<file path="config.mk">
export PLATFORM = sky130hd
export DESIGN_NAME = dm_arbiter
export DESIGN_NICKNAME = d
export VERILOG_FILES = /design/src/rtl/dm_arbiter.sv
export SDC_FILE = /design/constraint.sdc
export NUM_CORES = 1
export LEC_CHECK = 0
export BUFFER_PORTS_ARGS = -buffer_cell sky130_fd_sc_hd__buf_2
export CORE_ASPECT_RATIO = 1.5
export CORE_MARGIN = 4
export CORE_UTILIZATION = 45
export CTS_CLUSTER_DIAMETER = 120
export DETAILED_ROUTE_END_ITERATION = 7
export PLACE_DENSITY = 0.81
export SLEW_MARGIN = 20
export SYNTH_ARGS = -nofsm -noshare
export SYNTH_HDL_FRONTEND = slang
export SYNTH_SLANG_ARGS = --single-unit
</file>
<file path="constraint.sdc">
create_clock -name clk -period 4.5 [get_ports clk]
set_input_delay 0.225 -clock clk [delete_from_list [all_inputs] [get_ports clk]]
set_output_delay 0.225 -clock clk [all_outputs]
set_load 0.005 [all_outputs]
</file>
<file path="src/rtl/dm_arbiter.sv">
// dm_arbiter
//   Shares one single-ported data memory between the pipeline MEM stage (CPU
//   port) and a DMA/debug loader port. Each access holds the memory bus for
//   MEM_LAT cycles and is followed by one DONE cycle. The CPU has fixed
//   priority, but the DMA wins after losing STARVE_MAX arbitrations in a row.
//   The pipeline stall is combinational; everything else is registered.

module dm_arbiter #(
  parameter int ADDR_W     = 16,
  parameter int DATA_W     = 16,
  parameter int MEM_LAT    = 2,
  parameter int STARVE_MAX = 4
) (
  input  logic              clk,
  input  logic              rst,
  // CPU (MEM stage) port
  input  logic              cpu_re_i,
  input  logic              cpu_we_i,
  input  logic [ADDR_W-1:0] cpu_addr_i,
  input  logic [DATA_W-1:0] cpu_wdata_i,
  output logic [DATA_W-1:0] cpu_rdata_o,
  output logic              cpu_stall_o,
  // DMA / debug loader port
  input  logic              dma_req_i,
  input  logic              dma_we_i,
  input  logic [ADDR_W-1:0] dma_addr_i,
  input  logic [DATA_W-1:0] dma_wdata_i,
  output logic              dma_gnt_o,
  output logic              dma_done_o,
  output logic [DATA_W-1:0] dma_rdata_o,
  // Data memory port
  output logic              mem_re_o,
  output logic              mem_we_o,
  output logic [ADDR_W-1:0] mem_addr_o,
  output logic [DATA_W-1:0] mem_wdata_o,
  input  logic [DATA_W-1:0] mem_rdata_i
);

  localparam int LAT_W = (MEM_LAT > 1) ? $clog2(MEM_LAT) : 1;
  localparam int STV_W = $clog2(STARVE_MAX + 1);
  localparam logic [LAT_W-1:0] LAT_LAST = LAT_W'(MEM_LAT - 1);
  localparam logic [STV_W-1:0] STV_MAX  = STV_W'(STARVE_MAX);

  typedef enum logic [2:0] {
    S_IDLE,
    S_BUSY_CPU,
    S_BUSY_DMA,
    S_DONE_CPU,
    S_DONE_DMA
  } state_e;

  state_e            state_q;
  logic [LAT_W-1:0]  lat_cnt_q;
  logic [STV_W-1:0]  starve_cnt_q;
  logic [DATA_W-1:0] cpu_rdata_q;
  logic [DATA_W-1:0] dma_rdata_q;
  logic              dma_gnt_q;
  logic              dma_done_q;
  // The mem_* registers double as the latched operation of the access in flight.
  logic              mem_re_q;
  logic              mem_we_q;
  logic [ADDR_W-1:0] mem_addr_q;
  logic [DATA_W-1:0] mem_wdata_q;

  logic cpu_req;
  logic dma_wins;
  logic lat_last;

  // Request decode and arbitration: CPU first unless DMA has been starved out.
  assign cpu_req  = cpu_re_i | cpu_we_i;
  assign dma_wins = dma_req_i & (~cpu_req | (starve_cnt_q == STV_MAX));
  assign lat_last = (lat_cnt_q == LAT_LAST);

  // The stall drops in DONE_CPU so the pipeline advances exactly once per access.
  assign cpu_stall_o = cpu_req & (state_q != S_DONE_CPU);

  assign cpu_rdata_o = cpu_rdata_q;
  assign dma_rdata_o = dma_rdata_q;
  assign dma_gnt_o   = dma_gnt_q;
  assign dma_done_o  = dma_done_q;
  assign mem_re_o    = mem_re_q;
  assign mem_we_o    = mem_we_q;
  assign mem_addr_o  = mem_addr_q;
  assign mem_wdata_o = mem_wdata_q;

  // Access sequencer: arbitrate in IDLE, hold the bus MEM_LAT cycles, one DONE cycle.
  // NOTE: every register here uses non-blocking assignment, so all branches see
  // the pre-edge values of state_q, lat_cnt_q and starve_cnt_q.
  always_ff @(posedge clk) begin
    if (rst) begin
      state_q      <= S_IDLE;
      lat_cnt_q    <= '0;
      starve_cnt_q <= '0;
      cpu_rdata_q  <= '0;
      dma_rdata_q  <= '0;
      dma_gnt_q    <= 1'b0;
      dma_done_q   <= 1'b0;
      mem_re_q     <= 1'b0;
      mem_we_q     <= 1'b0;
      mem_addr_q   <= '0;
      mem_wdata_q  <= '0;
    end else begin
      // Both DMA handshakes are single-cycle pulses unless re-armed below.
      dma_gnt_q  <= 1'b0;
      dma_done_q <= 1'b0;

      unique case (state_q)
        S_IDLE: begin
          if (!dma_req_i) starve_cnt_q <= '0;
          if (dma_wins) begin
            state_q      <= S_BUSY_DMA;
            starve_cnt_q <= '0;
            dma_gnt_q    <= 1'b1;
            lat_cnt_q    <= '0;
            mem_re_q     <= ~dma_we_i;
            mem_we_q     <= dma_we_i;
            mem_addr_q   <= dma_addr_i;
            mem_wdata_q  <= dma_wdata_i;
          end else if (cpu_req) begin
            state_q     <= S_BUSY_CPU;
            // Only reachable below STV_MAX, so the increment saturates by construction.
            if (dma_req_i) starve_cnt_q <= starve_cnt_q + 1'b1;
            lat_cnt_q   <= '0;
            // A simultaneous read and write request is serviced as a write.
            mem_re_q    <= ~cpu_we_i;
            mem_we_q    <= cpu_we_i;
            mem_addr_q  <= cpu_addr_i;
            mem_wdata_q <= cpu_wdata_i;
          end
        end

        S_BUSY_CPU, S_BUSY_DMA: begin
          if (lat_last) begin
            lat_cnt_q   <= '0;
            mem_re_q    <= 1'b0;
            mem_we_q    <= 1'b0;
            mem_addr_q  <= '0;
            mem_wdata_q <= '0;
            if (state_q == S_BUSY_CPU) begin
              state_q <= S_DONE_CPU;
              if (mem_re_q) cpu_rdata_q <= mem_rdata_i;
            end else begin
              state_q    <= S_DONE_DMA;
              dma_done_q <= 1'b1;
              if (mem_re_q) dma_rdata_q <= mem_rdata_i;
            end
          end else begin
            lat_cnt_q <= lat_cnt_q + 1'b1;
          end
        end

        S_DONE_CPU, S_DONE_DMA: state_q <= S_IDLE;

        default: state_q <= S_IDLE;
      endcase
    end
  end

endmodule

</file>
==> results.md <==
- Status: finished, final reports clean
- Sequential Power Share: 48.2%
- Initial Util: 46.89%
- Drt first-iter violations: ~130
- Compound-Gate Fraction of Synth Area: between 20% and 30%
- Min Tclk post-route: 2.210 ns
- Worst slack, placed: around 2.3 ns
- Gpl congestion: 0.7938
- Required time of the critical path: approximately 4.7 ns
- Root Buffer: clkbuf_8
- Fmax achieved: about 450 MHz
- Part of the power in the clock network: a little over a third
- Critical Path Source: starve_cnt_q[0]
- Power consumption: approximately 1.6 mW
- Vias in the first global route: 2,885
- Synth cell types: 36
- Worst Path Arrival: roughly 2.4 ns
- Worst R2R Path Depth: 6
- Final hold violations: 0
- Syn Std Cell Area: 0.003278 sq mm
- Synthesis-to-finish area growth: 28.09%
- Post-Route Utilization: 60.07%
- Later-pin clock latency in the skew report: about 0.34 ns
- Synth warnings: 0
- Total GRT Usage: a little under a fifth
- Post-synth EDFFs: 0
- Via Count: 2,873
- Setup Buffers After CTS: 0
- Asr flop ratio synth: 0%
- Reg clk slew, reported paths: 0.08 ns
- Leak: between 1.5 and 2 nW
- Syn Inst Count: 320
- HPWL after DPL: 5.958 mm
- Drt pass-1 iters: 5
- CTS resizes: 0
- Syn Nets: 408
- Main combinational cell family by area after synthesis: compound AO/OA/AOI/OAI gates
- Wire per inst: between 10 and 15 microns
- Num Clock Sinks: 75
- Layout Skew: between 0.01 and 0.015 ns
- Synthesized-area fraction occupied by adder cells: 0.7634%
- PwrDens: 371.7 mW/mm^2
- Syn_area_per_cell: between 10 and 15 sq um
- Least-Margin Pin Slew: about 1.0 ns
- Crit path to: mem_addr_o[9]
- WL final: between 8 and 9 mm
- Min-delay worst type: in2reg
- Row cnt: 37
- Max Cap Viol: 0
- H-tree depth: 3
- Worst setup EP type: flip-flop
- Reg2reg start: starve_cnt_q[0]
- VDD IR-drop max: between 0.15 and 0.2 mV
- Die W: around 78 microns
- Post-Synth Simple-Gate Area: a little over an eighth
- Gr ovfl total: 0
- CTS tree: built
- Internal power: approximately 1.1 mW
- End of the worst register-to-register path: mem_addr_o[9]
- Vias per inst: between 5 and 6
- Die ar.: 0.008742 sq mm
- Seq cells post-synth: 75
- Mux cell area share after synthesis: approximately 10%
- Total CTS buffers: 9
- Worst-path maximum fanout: 34
- RSZ-0062 raised after global routing: no
- First-pass GRT wire length: around 13 mm
- Combinational cell fraction of total power: 15.9%
- Seq/Total Area, Yosys: between 40% and 50%
- Total Neg Setup Slack: 0 ns
- Pins over their slew limit: 0
- Deepest clock path buffer count: 2
- Period utilisation layout: 49.11%
- Prevailing post-synth register cell: dfxtp_1
- Share of layout cells above drive strength 1: between 40% and 50%
- CORE AREA: 0.006990 sq mm
- Final setup margin: between 2 and 2.5 ns
- Nets@finish: between 500 and 600
- Height of the die: about 110 microns
- Initial antenna violation count: 0
- Post-DRT Antenna Nets: 0
- WS Path Type: reg2reg
- Buffers on Ports: 154
- Worst setup SP type: flip-flop
- Xor and xnor fraction of the mapped netlist area: less than 1%
- Ant. Diodes: 0
- Sw Pwr: about 420 uW
- Largest net degree at the start of global routing: 44
- Slew margin rel.: 30.14%
- Setup-violating endpoint count in the final report: 0
- Hold Buf Count CTS: 0
- Sw Ratio: between 20% and 30%
- Num ports: 155
- DRC violations left: 0
- Reg-to-reg slack, setup: about 2.3 ns
==> routing by layer <==
layer | vias up | global-route usage [%] | part of all wire [%] | routed length (microns)
met5 | - | 0 | 0 | 0
met4 | 0 | 9.026 | 3.1 | 250
met3 | 25 | 5.377 | 7.7 | 623
met2 | 132 | 31.86 | 50 | 4042
met1 | 1313 | 19.90 | 39 | 3186
li1 | 1403 | - | - | -
==> critical path, stage by stage, from the launching register on <==
cell	delay [ns]
dfxtp_1	0.35
inv_1	0.07
ha_1	0.24
o2bb2ai_1	0.18
nand2_2	0.78
mux2i_1	0.34
o2bb2ai_2	0.09
==> cells by family after synthesis <==
group | Yosys count
muxes | 32
and+or+nand+nor | 100
xor gates and xnor gates | 1
adders and majority gates | 2
DFF | 75
AOI/OAI and AO/OA | 81
buffers and inverters | 29
==> through the flow <==
step | std cells | instance area, sq um | hold WS (ns)
floorplan | 320 | 3278 | 0.3610
global placement | 548 | 3983 | 0.4409
detailed placement | 548 | 3983 | 0.4418
CTS | 564 | 4199 | 0.1108
global route | 564 | 4199 | 0.1224
finish | 564 | 4199 | 0.1270
==> placed cells by master (no fill, tap or decap), types with 2 or more instances in the layout <==
| cell type | instances |
|---|---|
| ha_1 | 2 |
| nor2b_1 | 2 |
| o21ai_0 | 2 |
| nand3b_1 | 3 |
| o2bb2ai_2 | 29 |
| clkinvlp_4 | 2 |
| clkbuf_8 | 9 |
| bufinv_16 | 2 |
| buf_2 | 154 |
| a31oi_1 | 2 |
| mux2i_1 | 32 |
| nor3_1 | 5 |
| nand3_1 | 5 |
| dfxtp_1 | 75 |
| or3_1 | 2 |
| nor2_1 | 5 |
| nand2_1 | 70 |
| o2bb2ai_1 | 4 |
| a21oi_1 | 38 |
| inv_1 | 4 |
==> synthesized netlist by cell type (3+ instances only) <==
master,count,area [sq um]
dfxtp_1,75,1501
nand2_1,71,266.5
a21oi_1,38,190.2
mux2i_1,32,320.3
o2bb2ai_2,29,435.4
clkbuf_1,8,30.03
buf_6,6,67.56
nand3_1,5,25.02
nor2_1,5,18.77
nor3_1,5,25.02
buf_2,4,20.02
inv_1,4,15.01
o2bb2ai_1,4,35.03
buf_12,3,60.06
nand3b_1,3,22.52
or3_1,3,18.77
==> registers in the layout, indices dropped and copies added, names as in the netlist, 3 cells and up <==
signal / flops
cpu_rdata_o: 16
dma_rdata_o: 16
mem_addr_o: 16
mem_wdata_o: 16
starve_cnt_q: 3
state_q: 3
==> worst min path at each step <==
stage / from / endpoint / cells past startpoint
floorplan: mem_rdata_i[0] / cpu_rdata_o[0] / 2
global placement: cpu_rdata_o[12] / cpu_rdata_o[12] / 2
detailed placement: mem_wdata_o[8] / mem_wdata_o[8] / 1
CTS: mem_rdata_i[13] / dma_rdata_o[13] / 3
global route: mem_rdata_i[11] / dma_rdata_o[11] / 3
finish: mem_rdata_i[11] / dma_rdata_o[11] / 3
==> power groups by stage <==
| stage | logic (mW) | registers (mW) | clock network (mW) |
|---|---|---|---|
| 2_1_floorplan | 0.168 | 0.761 | 0 |
| 6_report | 0.247 | 0.753 | 0.561 |
| 4_1_cts | 0.251 | 0.752 | 0.570 |
| 5_1_grt | 0.271 | 0.759 | 0.594 |
| 3_5_place_dp | 0.251 | 0.765 | 0 |
| 3_3_place_gp | 0.243 | 0.765 | 0 |
==> area by class of cell <==
class	instances	area, sq um
fillers	613	2791
multi-input cells	216	1563
flip-flops and latches	75	1501
repair buffers	155	778.2
clock buffers	10	127.6
well taps	97	121.4
clock inverters	6	88.84
inverters	5	18.77
No activity file was read; power rests on OpenSTA's default activity.
